### config.mk
export PLATFORM = sky130hd
export DESIGN_NAME = mem_access_arbiter_flat
export DESIGN_NICKNAME = d
export VERILOG_FILES = /design/src/rtl/mem_arb_pkg.sv /design/src/rtl/mem_access_arbiter_if.sv /design/src/rtl/mem_handshake_fsm.sv /design/src/rtl/mem_access_arbiter.sv /design/src/flat_wrapper.sv
export SDC_FILE = /design/constraint.sdc
export NUM_CORES = 1
export LEC_CHECK = 0
export CORE_ASPECT_RATIO = 1.75
export CORE_MARGIN = 3
export CORE_UTILIZATION = 40
export DETAILED_ROUTE_END_ITERATION = 12
export HOLD_SLACK_MARGIN = 0.02
export PLACE_DENSITY = 0.75
export SYNTH_ARGS = -nofsm -noshare
export SYNTH_HDL_FRONTEND = slang
export SYNTH_SLANG_ARGS = --single-unit
### constraint.sdc
create_clock -name clk -period 3.15 [get_ports clk]
set_input_delay 0.63 -clock clk [delete_from_list [all_inputs] [get_ports clk]]
set_output_delay 0.63 -clock clk [all_outputs]
set_load 0.1 [all_outputs]
### src/rtl/mem_arb_pkg.sv
// rtl/mem_arb_pkg.sv - shared states, size codes and requester ids for the memory access arbiter
package mem_arb_pkg;

   typedef enum logic [1:0] {
      IDLE    = 2'd0,
      CHECK   = 2'd1,
      ISSUE   = 2'd2,
      RELEASE = 2'd3
   } arb_state_t;

   typedef enum logic {
      REQ_IF = 1'b0,
      REQ_D  = 1'b1
   } req_id_t;

   localparam logic [1:0] DT_BYTE  = 2'b00;
   localparam logic [1:0] DT_HALF  = 2'b01;
   localparam logic [1:0] DT_WORD  = 2'b10;
   localparam logic [1:0] DT_DWORD = 2'b11;

   localparam logic RW_READ  = 1'b1;
   localparam logic RW_WRITE = 1'b0;

   // An access of size 2^dt bytes must start on a 2^dt byte boundary.
   function automatic logic is_misaligned(input logic [1:0] dt, input logic [2:0] lsb);
      logic bad;
      case (dt)
         DT_BYTE:  bad = 1'b0;
         DT_HALF:  bad = lsb[0];
         DT_WORD:  bad = |lsb[1:0];
         DT_DWORD: bad = |lsb;
         default:  bad = 1'b0;
      endcase
      return bad;
   endfunction

endpackage

### src/rtl/mem_access_arbiter_if.sv
// rtl/mem_access_arbiter_if.sv - MOV/MOC bus between the arbiter and the shared ram256x32
interface mem_access_arbiter_if #(
   parameter int ADDR_W = 8,
   parameter int DATA_W = 32
);
   logic              mem_mov;
   logic              mem_rw;
   logic [ADDR_W-1:0] mem_addr;
   logic [1:0]        mem_dt;
   logic [DATA_W-1:0] mem_wdata;
   logic [DATA_W-1:0] mem_rdata;
   logic              mem_moc;

   modport master (
      output mem_mov,
      output mem_rw,
      output mem_addr,
      output mem_dt,
      output mem_wdata,
      input  mem_rdata,
      input  mem_moc
   );

   modport slave (
      input  mem_mov,
      input  mem_rw,
      input  mem_addr,
      input  mem_dt,
      input  mem_wdata,
      output mem_rdata,
      output mem_moc
   );
endinterface

### src/rtl/mem_handshake_fsm.sv
// rtl/mem_handshake_fsm.sv - access sequencing, MOV/MOC four-phase handshake and MOC timeout
module mem_handshake_fsm
   import mem_arb_pkg::*;
#(
   parameter int TIMEOUT = 15
) (
   input  logic clk,
   input  logic rst_n,
   input  logic req_any,
   input  logic misaligned,
   input  logic moc,
   output logic accept,
   output logic issue_start,
   output logic capture,
   output logic abort,
   output logic to_idle,
   output logic mov,
   output logic done,
   output logic err
);

   localparam logic [7:0] CNT_LAST = 8'(TIMEOUT - 1);

   arb_state_t state, state_n;
   logic [7:0] cnt, cnt_n;
   logic       mov_n, done_n, err_n;

   always_ff @(posedge clk or negedge rst_n) begin
      if (!rst_n) begin
         state <= IDLE;
         cnt   <= '0;
         mov   <= 1'b0;
         done  <= 1'b0;
         err   <= 1'b0;
      end else begin
         state <= state_n;
         cnt   <= cnt_n;
         mov   <= mov_n;
         done  <= done_n;
         err   <= err_n;
      end
   end

   always_comb begin
      state_n     = state;
      cnt_n       = cnt;
      mov_n       = mov;
      done_n      = 1'b0;
      err_n       = 1'b0;
      accept      = 1'b0;
      issue_start = 1'b0;
      capture     = 1'b0;
      abort       = 1'b0;
      case (state)
         IDLE: begin
            // The done cycle still sees the finished client's request, so skip it.
            if (req_any && !done) begin
               accept  = 1'b1;
               state_n = CHECK;
            end
         end
         CHECK: begin
            if (misaligned) begin
               done_n  = 1'b1;
               err_n   = 1'b1;
               state_n = IDLE;
            end else begin
               issue_start = 1'b1;
               mov_n       = 1'b1;
               cnt_n       = '0;
               state_n     = ISSUE;
            end
         end
         ISSUE: begin
            if (moc) begin
               capture = 1'b1;
               mov_n   = 1'b0;
               cnt_n   = '0;
               state_n = RELEASE;
            end else if (cnt == CNT_LAST) begin
               abort   = 1'b1;
               mov_n   = 1'b0;
               done_n  = 1'b1;
               err_n   = 1'b1;
               cnt_n   = '0;
               state_n = IDLE;
            end else begin
               cnt_n = cnt + 8'd1;
            end
         end
         RELEASE: begin
            if (!moc) begin
               done_n  = 1'b1;
               state_n = IDLE;
            end
         end
         default: state_n = IDLE;
      endcase
      to_idle = (state != IDLE) && (state_n == IDLE);
   end

endmodule

### src/rtl/mem_access_arbiter.sv
// rtl/mem_access_arbiter.sv - round-robin fetch/data arbiter in front of the shared ram256x32
module mem_access_arbiter
   import mem_arb_pkg::*;
#(
   parameter int ADDR_W  = 8,
   parameter int DATA_W  = 32,
   parameter int TIMEOUT = 15
) (
   input  logic                  clk,
   input  logic                  clr,
   input  logic                  if_req,
   input  logic [ADDR_W-1:0]     if_addr,
   output logic                  if_done,
   output logic [DATA_W-1:0]     if_rdata,
   input  logic                  d_req,
   input  logic                  d_rw,
   input  logic [ADDR_W-1:0]     d_addr,
   input  logic [1:0]            d_dt,
   input  logic [DATA_W-1:0]     d_wdata,
   output logic                  d_done,
   output logic [DATA_W-1:0]     d_rdata,
   output logic                  err,
   mem_access_arbiter_if.master  mem
);

   req_id_t           last_grant;
   logic [ADDR_W-1:0] req_addr;
   logic              req_rw;
   logic [1:0]        req_dt;
   logic [DATA_W-1:0] req_wdata;

   logic [ADDR_W-1:0] mem_addr_r;
   logic              mem_rw_r;
   logic [1:0]        mem_dt_r;
   logic [DATA_W-1:0] mem_wdata_r;

   logic              accept, issue_start, capture, abort, to_idle;
   logic              mov, done, fsm_err;
   logic              pick_d, misaligned;
   logic [DATA_W-1:0] result;

   // Data wins when it is alone or when fetch was served last.
   assign pick_d     = d_req && (!if_req || last_grant == REQ_IF);
   assign misaligned = is_misaligned(req_dt, req_addr[2:0]);
   assign result     = capture ? mem.mem_rdata : '0;

   mem_handshake_fsm #(
      .TIMEOUT (TIMEOUT)
   ) u_fsm (
      .clk         (clk),
      .rst_n       (clr),
      .req_any     (if_req || d_req),
      .misaligned  (misaligned),
      .moc         (mem.mem_moc),
      .accept      (accept),
      .issue_start (issue_start),
      .capture     (capture),
      .abort       (abort),
      .to_idle     (to_idle),
      .mov         (mov),
      .done        (done),
      .err         (fsm_err)
   );

   // last_grant doubles as the owner of the transfer in flight.
   always_ff @(posedge clk or negedge clr) begin
      if (!clr) begin
         last_grant <= REQ_IF;
         req_addr   <= '0;
         req_rw     <= RW_READ;
         req_dt     <= DT_WORD;
         req_wdata  <= '0;
      end else if (accept) begin
         if (pick_d) begin
            last_grant <= REQ_D;
            req_addr   <= d_addr;
            req_rw     <= d_rw;
            req_dt     <= d_dt;
            req_wdata  <= d_wdata;
         end else begin
            last_grant <= REQ_IF;
            req_addr   <= if_addr;
            req_rw     <= RW_READ;
            req_dt     <= DT_WORD;
            req_wdata  <= '0;
         end
      end
   end

   // Bus fields load only when MOV rises; the write strobe falls back to read on return to IDLE.
   always_ff @(posedge clk or negedge clr) begin
      if (!clr) begin
         mem_addr_r  <= '0;
         mem_rw_r    <= RW_READ;
         mem_dt_r    <= DT_WORD;
         mem_wdata_r <= '0;
      end else if (issue_start) begin
         mem_addr_r  <= req_addr;
         mem_rw_r    <= req_rw;
         mem_dt_r    <= req_dt;
         mem_wdata_r <= req_wdata;
      end else if (to_idle) begin
         mem_rw_r    <= RW_READ;
      end
   end

   always_ff @(posedge clk or negedge clr) begin
      if (!clr) begin
         if_rdata <= '0;
         d_rdata  <= '0;
      end else if ((capture || abort) && req_rw == RW_READ) begin
         if (last_grant == REQ_IF) begin
            if_rdata <= result;
         end else begin
            d_rdata  <= result;
         end
      end
   end

   assign if_done = done && (last_grant == REQ_IF);
   assign d_done  = done && (last_grant == REQ_D);
   assign err     = fsm_err;

   assign mem.mem_mov   = mov;
   assign mem.mem_rw    = mem_rw_r;
   assign mem.mem_addr  = mem_addr_r;
   assign mem.mem_dt    = mem_dt_r;
   assign mem.mem_wdata = mem_wdata_r;

endmodule

### src/flat_wrapper.sv
// flat-port wrapper written by rule: the top's interface ports become plain ports
module mem_access_arbiter_flat import mem_arb_pkg::*;
#(
   parameter int ADDR_W  = 8,
   parameter int DATA_W  = 32,
   parameter int TIMEOUT = 15
)
  (clk, clr, if_req, if_addr, if_done, if_rdata, d_req, d_rw, d_addr, d_dt, d_wdata, d_done, d_rdata, err, mem_mem_mov, mem_mem_rw, mem_mem_addr, mem_mem_dt, mem_mem_wdata, mem_mem_rdata, mem_mem_moc);
  mem_access_arbiter_if #(.ADDR_W(ADDR_W), .DATA_W(DATA_W)) mem_i ();
  input  logic clk;
  input  logic clr;
  input  logic if_req;
  input  logic [ADDR_W-1:0] if_addr;
  output logic if_done;
  output logic [DATA_W-1:0] if_rdata;
  input  logic d_req;
  input  logic d_rw;
  input  logic [ADDR_W-1:0] d_addr;
  input  logic [1:0] d_dt;
  input  logic [DATA_W-1:0] d_wdata;
  output logic d_done;
  output logic [DATA_W-1:0] d_rdata;
  output logic err;
  output wire logic [$bits(mem_i.mem_mov)-1:0] mem_mem_mov;
  output wire logic [$bits(mem_i.mem_rw)-1:0] mem_mem_rw;
  output wire logic [$bits(mem_i.mem_addr)-1:0] mem_mem_addr;
  output wire logic [$bits(mem_i.mem_dt)-1:0] mem_mem_dt;
  output wire logic [$bits(mem_i.mem_wdata)-1:0] mem_mem_wdata;
  input wire logic [$bits(mem_i.mem_rdata)-1:0] mem_mem_rdata;
  input wire logic [$bits(mem_i.mem_moc)-1:0] mem_mem_moc;
  assign mem_mem_mov = mem_i.mem_mov;
  assign mem_mem_rw = mem_i.mem_rw;
  assign mem_mem_addr = mem_i.mem_addr;
  assign mem_mem_dt = mem_i.mem_dt;
  assign mem_mem_wdata = mem_i.mem_wdata;
  assign mem_i.mem_rdata = mem_mem_rdata;
  assign mem_i.mem_moc = mem_mem_moc;
  mem_access_arbiter #(.ADDR_W(ADDR_W), .DATA_W(DATA_W), .TIMEOUT(TIMEOUT)) u_core (.clk(clk), .clr(clr), .if_req(if_req), .if_addr(if_addr), .if_done(if_done), .if_rdata(if_rdata), .d_req(d_req), .d_rw(d_rw), .d_addr(d_addr), .d_dt(d_dt), .d_wdata(d_wdata), .d_done(d_done), .d_rdata(d_rdata), .err(err), .mem(mem_i));
endmodule
=== Word-level counts from Yosys, hierarchy flattened ===
Index checks and enable logic that the tools add are counted.

* Flip-flop bits (word level): 164
* Input bits: 88

* $add $sub $neg: 1
* Equal/unequal tests: 9
* Muxes and demuxes: 36
* Bitwise operators: 1
* Reduce and logical (&&, ||, !) cells: 23

{| class="wikitable"
|+ Operator list
! operator !! number
|-
| $mux 32 || 2
|-
| $mux 8 || 4
|-
| $mux 1 || 18
|-
| $pmux 8 s2 || 1
|-
| $mux 2 || 6
|-
| $add 8x1->8 const B || 1
|-
| $eq 2x2->1 const B || 4
|-
| $eq 8x4->1 const B || 1
|-
| $pmux 2 s4 || 1
|-
| $logic_and 1x1->1 || 6
|-
| $logic_not 2->1 || 3
|-
| $reduce_and 2->1 || 3
|-
| $reduce_bool 2->1 || 3
|-
| $eq 2x1->1 const B || 2
|-
| $pmux 1 s2 || 2
|-
| $pmux 1 s4 || 1
|-
| $logic_or 1x1->1 || 3
|-
| $ne 3x3->1 const B || 1
|-
| $pmux 1 s3 || 1
|-
| $reduce_and 3->1 || 1
|-
| $reduce_or 3->1 || 1
|-
| $logic_not 1->1 || 2
|-
| $ne 2x2->1 const B || 1
|-
| $reduce_or 2->1 || 1
|-
| $not 1->1 || 1
|}

=== Longest topological paths before layout ===
* Word-level depth: 8
* Gate-level depth with buffers: 8

=== Cells and area by module ===
Synthesis repeated with hierarchy kept, for this count alone.

* Cells, all modules: 555
* Area, all modules: 7049.3 um^2

{| class="wikitable"
|+ Modules (own cells, without submodules)
! module !! times used !! cells an instance !! area an instance (um^2)
|-
| mem_access_arbiter || 1 || 470 || 6206.0
|-
| mem_handshake_fsm || 1 || 85 || 843.3
|}

=== Worst setup path before layout ===
Ideal clock, no wire load.

* Path kind: register to output
* From: reg u_core.last_grant
* To: out if_done
* Data arrival time: 1.756 ns
* Required time: 2.520 ns
* Slack: 0.764 ns
* Cell stages (with the launch flop): 2
* Path buffers: 0
* Cell sequence: dfrtp_1 nor2b_1

* Longest elaborated chain between the ends: 2

{| class="wikitable"
|+ RTL lines
! what !! line !! RTL
|-
| from (decl) || mem_access_arbiter.sv:26 || <nowiki>req_id_t last_grant;</nowiki>
|-
| from (signal assigned) || mem_access_arbiter.sv:68 || <nowiki>last_grant <= REQ_IF;</nowiki>
|-
| from (signal assigned) || mem_access_arbiter.sv:75 || <nowiki>last_grant <= REQ_D;</nowiki>
|-
| from (signal assigned) || mem_access_arbiter.sv:81 || <nowiki>last_grant <= REQ_IF;</nowiki>
|-
| $not 1->1 || mem_access_arbiter.sv:120 || <nowiki>assign if_done = done && (last_grant == REQ_IF);</nowiki>
|-
| $logic_and 1x1->1 || mem_access_arbiter.sv:120 ||
|-
| to (decl) || flat_wrapper.sv:14 || <nowiki>output logic if_done;</nowiki>
|}

Every way passes these cells.

=== Worst setup path in the final report ===
* From: reg u_core.u_fsm.cnt[0]
* To: reg u_core.d_rdata[15]

* Longest elaborated chain between the ends: 7

{| class="wikitable"
|+ RTL lines
! what !! line !! RTL
|-
| from (decl) || mem_handshake_fsm.sv:25 || <nowiki>logic [7:0] cnt, cnt_n;</nowiki>
|-
| from (signal assigned) || mem_handshake_fsm.sv:37 || <nowiki>cnt <= cnt_n;</nowiki>
|-
| $eq 8x4->1 || mem_handshake_fsm.sv:80 || <nowiki>end else if (cnt == CNT_LAST) begin</nowiki>
|-
| $mux 1 || mem_handshake_fsm.sv:80 ||
|-
| $mux 1 || mem_handshake_fsm.sv:75 || <nowiki>if (moc) begin</nowiki>
|-
| $mux 1 || mem_handshake_fsm.sv:54 || <nowiki>case (state)</nowiki>
|-
| $logic_or 1x1->1 || mem_access_arbiter.sv:111 || <nowiki>end else if ((capture || abort) && req_rw == RW_READ) begin</nowiki>
|-
| $logic_and 1x1->1 || mem_access_arbiter.sv:111 ||
|-
| $reduce_and 2->1 (no line) || n/a ||
|-
| to (signal assigned) || mem_access_arbiter.sv:115 || <nowiki>d_rdata <= result;</nowiki>
|-
| to (decl) || mem_access_arbiter.sv:21 || <nowiki>output logic [DATA_W-1:0] d_rdata,</nowiki>
|}

Every way passes these cells.
A chain may end at the register's enable or synchronous reset.

==> qor.csv <==
metric,value,unit
status,"finished, final reports clean",
intPower,5.02,mW
grt_pass1_wl,27000,µm
via_per_inst,5.01,
max_slew_margin,52.0,%
timing.critical_path.required,3.44,ns
synth-xor-area-share,0.126,%
synth_fa_ha_area_share,1.26,%
critical_path_arrival,2.73,ns
netlist_instances,552,
report.final.setup_viol,0,
placed_cell_area,8940,µm²
final_cell_mix,"160 x sky130_fd_sc_hd__dfrtp_1, 120 x sky130_fd_sc_hd__buf_4, 86 x sky130_fd_sc_hd__nand2_1, 86 x sky130_fd_sc_hd__clkdlybuf4s50_1, 74 x sky130_fd_sc_hd__mux2_2",
flop_pwr_share,31.6,%
globalplace.congestion,0.758,
leakage,4.79,nW
fin_hold_ws,0.191,ns
post_route_cells_drive_above_1_share,36.1,%
timing.critical_path.fanout_max,32,
final_common_cell,sky130_fd_sc_hd__dfrtp_1,
post_synth.cell_area_avg,12.6,µm²
power.switching_fraction,46.5,%
htree_num_levels,4,
max_slew.worst_pin.slew,0.715,ns
grt_overflow,0,
start_util,40.9,%
ys_ff_latch,164,
stdcell_area,9550,µm²
cts-root-buf,sky130_fd_sc_hd__clkbuf_16,
final_clock_period_utilization_by_the_worst_path,77.3,%
core_region_area,17000,µm²
max_clock_freq,411,MHz
cts_tree,yes,
final_cells,988,
timing.final.crit_period,2.43,ns
clk-insertion-delay-late,0.41,ns
first_iter_violations,174,
power_switching,4.36,mW
die_height,180,µm
synth_top_area_share,57.6,%
synth_top_area_cell,sky130_fd_sc_hd__dfrtp_1,
number_of_global_route_vias_before_repair,5395,
clock_power_share,22.7,%
detail_route.first_pass.iterations,4,
floorplan.die.width,106,µm
synth-seq-area-share,59.1,%
util_after_layout,56.1,%
logic_depth_of_the_worst_register_to_register_path,7,
io_pins,199,
setup-tns-final,0,ns
share_comb_of_total_power,45.7,%
cap_violations,0,
synth_edf_count,0,
critical_path.endpoint_type,register,
gr-usage-all-layers,17.5,%
area_growth,37.3,%
final_hold_viol_count,0,
simple_gate_area_share_of_the_yosys_netlist,10.6,%
routed_via_count,4947,
antenna_cells_inserted,0,
pre_cts_slack,0.599,ns
mappedNetlistNets,647,
critical_path.startpoint_type,register,
yosysWarningCount,0,
synth_top_family_by_area,multiplexers,
dp_hpwl,11800,µm
cts_repair_resize_count,0,
vdd_ir_drop_max,0.000582,V
number_of_antenna_violations_at_the_first_check_in_global_routing,0,
power,9.38,mW
placement_rows,63,
drv_slew,0,
clock_sinks,164,
worst_r2r_endpoint,u_core.d_rdata[15]$_DFFE_PN0P_,
final_worst_path_setup_slack,0.716,ns
place.port_buffers,198,
syn-cell-area,6960,µm²
synth_compound_area_share,6.42,%
synth_cell_types,44,
place.detailed.instances,956,
timing.clock.skew,0.00957,ns
r2r-start,u_core.u_fsm.cnt[0]$_DFFE_PN0P_,
post_synth_mux_area_share,20.1,%
postSynth.topFlopCell,sky130_fd_sc_hd__dfrtp_1,
grt_max_degree,61,
numCtsBuffers,17,
path_clk_slew,0.07,ns
classification_of_the_worst_setup_path,reg -> reg,
drt.antenna.violating_nets,0,
finalNetCount,843,
cts-root-to-sink-buffers,2,
timing.reg2reg.setup_slack,0.72,ns
floorplan.die_area,19100,µm²
rsz_0062_raised_after_global_routing,no,
yosys-top-cells-area,"sky130_fd_sc_hd__dfrtp_1 58%, sky130_fd_sc_hd__mux2_2 12%, sky130_fd_sc_hd__mux2_4 6.5%",
power_per_cell_area,982,nW/µm²
cts_hold_buf,0,
post_cts_setup_repair_bufs,0,
wl_per_cell,16.5,µm
remaining_drc_errors,0,
holdCritPathClass,in -> async,
routed_wirelength,16300,µm
async_flop_share,100,%
==> synthesized netlist by cell type, drive strengths merged (3+ instances only) <==
cell type  instances
nand2             87
dfstp              4
mux2i              9
mux2             106
nand3              3
and3              32
a31oi              3
o31ai              3
dfrtp            160
a21oi              8
clkbuf            22
nor2b              3
o21ai             53
buf               11
nor2               6
inv                3
ha                 7
==> metal layers <==
| layer | GRT usage, % | wire (µm) |
|---|---|---|
| met1 | 20.2 | 6350 |
| met2 | 31.4 | 8690 |
| met4 | 4.82 | 196 |
| met3 | 4.98 | 1080 |
| met5 | 0 | 0 |
==> cell type report <==
class / instances / area [µm²]
Inverter: 3 / 11.3
Sequential cell: 164 / 4110
Multi-Input combinational cell: 352 / 2700
Clock inverter: 15 / 188
Tap cell: 227 / 284
Fill cell: 1481 / 7480
Clock buffer: 17 / 425
Timing Repair Buffer: 210 / 1830
==> flip-flops by register name, indices dropped and copies added, names as in the netlist, 2 cells and up <==
register,count
u_core.req_addr,8
u_core.req_dt,2
u_core.req_wdata,32
u_core.mem.mem_dt,2
u_core.mem.mem_addr,8
u_core.mem.mem_wdata,32
u_core.u_fsm.state,2
u_core.if_rdata,32
u_core.d_rdata,32
u_core.u_fsm.cnt,8
==> worst max path at each step <==
stage	from	end	slack, ns	cells after the start
after floorplan	u_core.last_grant$_DFFE_PN0P_	if_done	0.76	1
after global placement	mem_mem_moc	u_core.d_rdata[24]$_DFFE_PN0P_	0.60	5
after detailed placement	mem_mem_moc	u_core.d_rdata[31]$_DFFE_PN0P_	0.60	5
after CTS	u_core.u_fsm.cnt[0]$_DFFE_PN0P_	u_core.d_rdata[15]$_DFFE_PN0P_	0.72	7
after global routing	u_core.u_fsm.cnt[0]$_DFFE_PN0P_	u_core.d_rdata[15]$_DFFE_PN0P_	0.57	7
final	u_core.u_fsm.cnt[0]$_DFFE_PN0P_	u_core.d_rdata[15]$_DFFE_PN0P_	0.72	7
==> worst max-delay path, cell delays in order (launching register included) <==
cell and delay, ns:
sky130_fd_sc_hd__dfrtp_1 0.45, sky130_fd_sc_hd__inv_1 0.08, sky130_fd_sc_hd__ha_1 0.14, sky130_fd_sc_hd__nor4b_4 0.30, sky130_fd_sc_hd__a21oi_2 0.16, sky130_fd_sc_hd__or3b_2 0.48, sky130_fd_sc_hd__buf_4 0.32, sky130_fd_sc_hd__mux2_4 0.36
==> power by group through the flow <==
stage          registers, mW  clock network, mW  logic, mW
5_1_grt                 3.04               2.29       4.51
2_1_floorplan           4.95                  0       1.26
4_1_cts                 2.97               2.20       4.32
6_report                2.96               2.13       4.28
3_3_place_gp            2.97                  0       4.24
3_5_place_dp            3.01                  0       4.31
==> cells by family (layout without fill, tap and decap cells) <==
logic type | after synthesis | count (layout)
buffers and inverters | 36 | 245
multiplexers | 115 | 115
XOR/XNOR | 1 | 1
adder cells (fa/ha/maj) | 7 | 7
AO/OA/AOI/OAI | 79 | 79
flip-flops | 164 | 164
AND/OR/NAND/NOR | 150 | 150
Power figures use the tool's default switching activity.
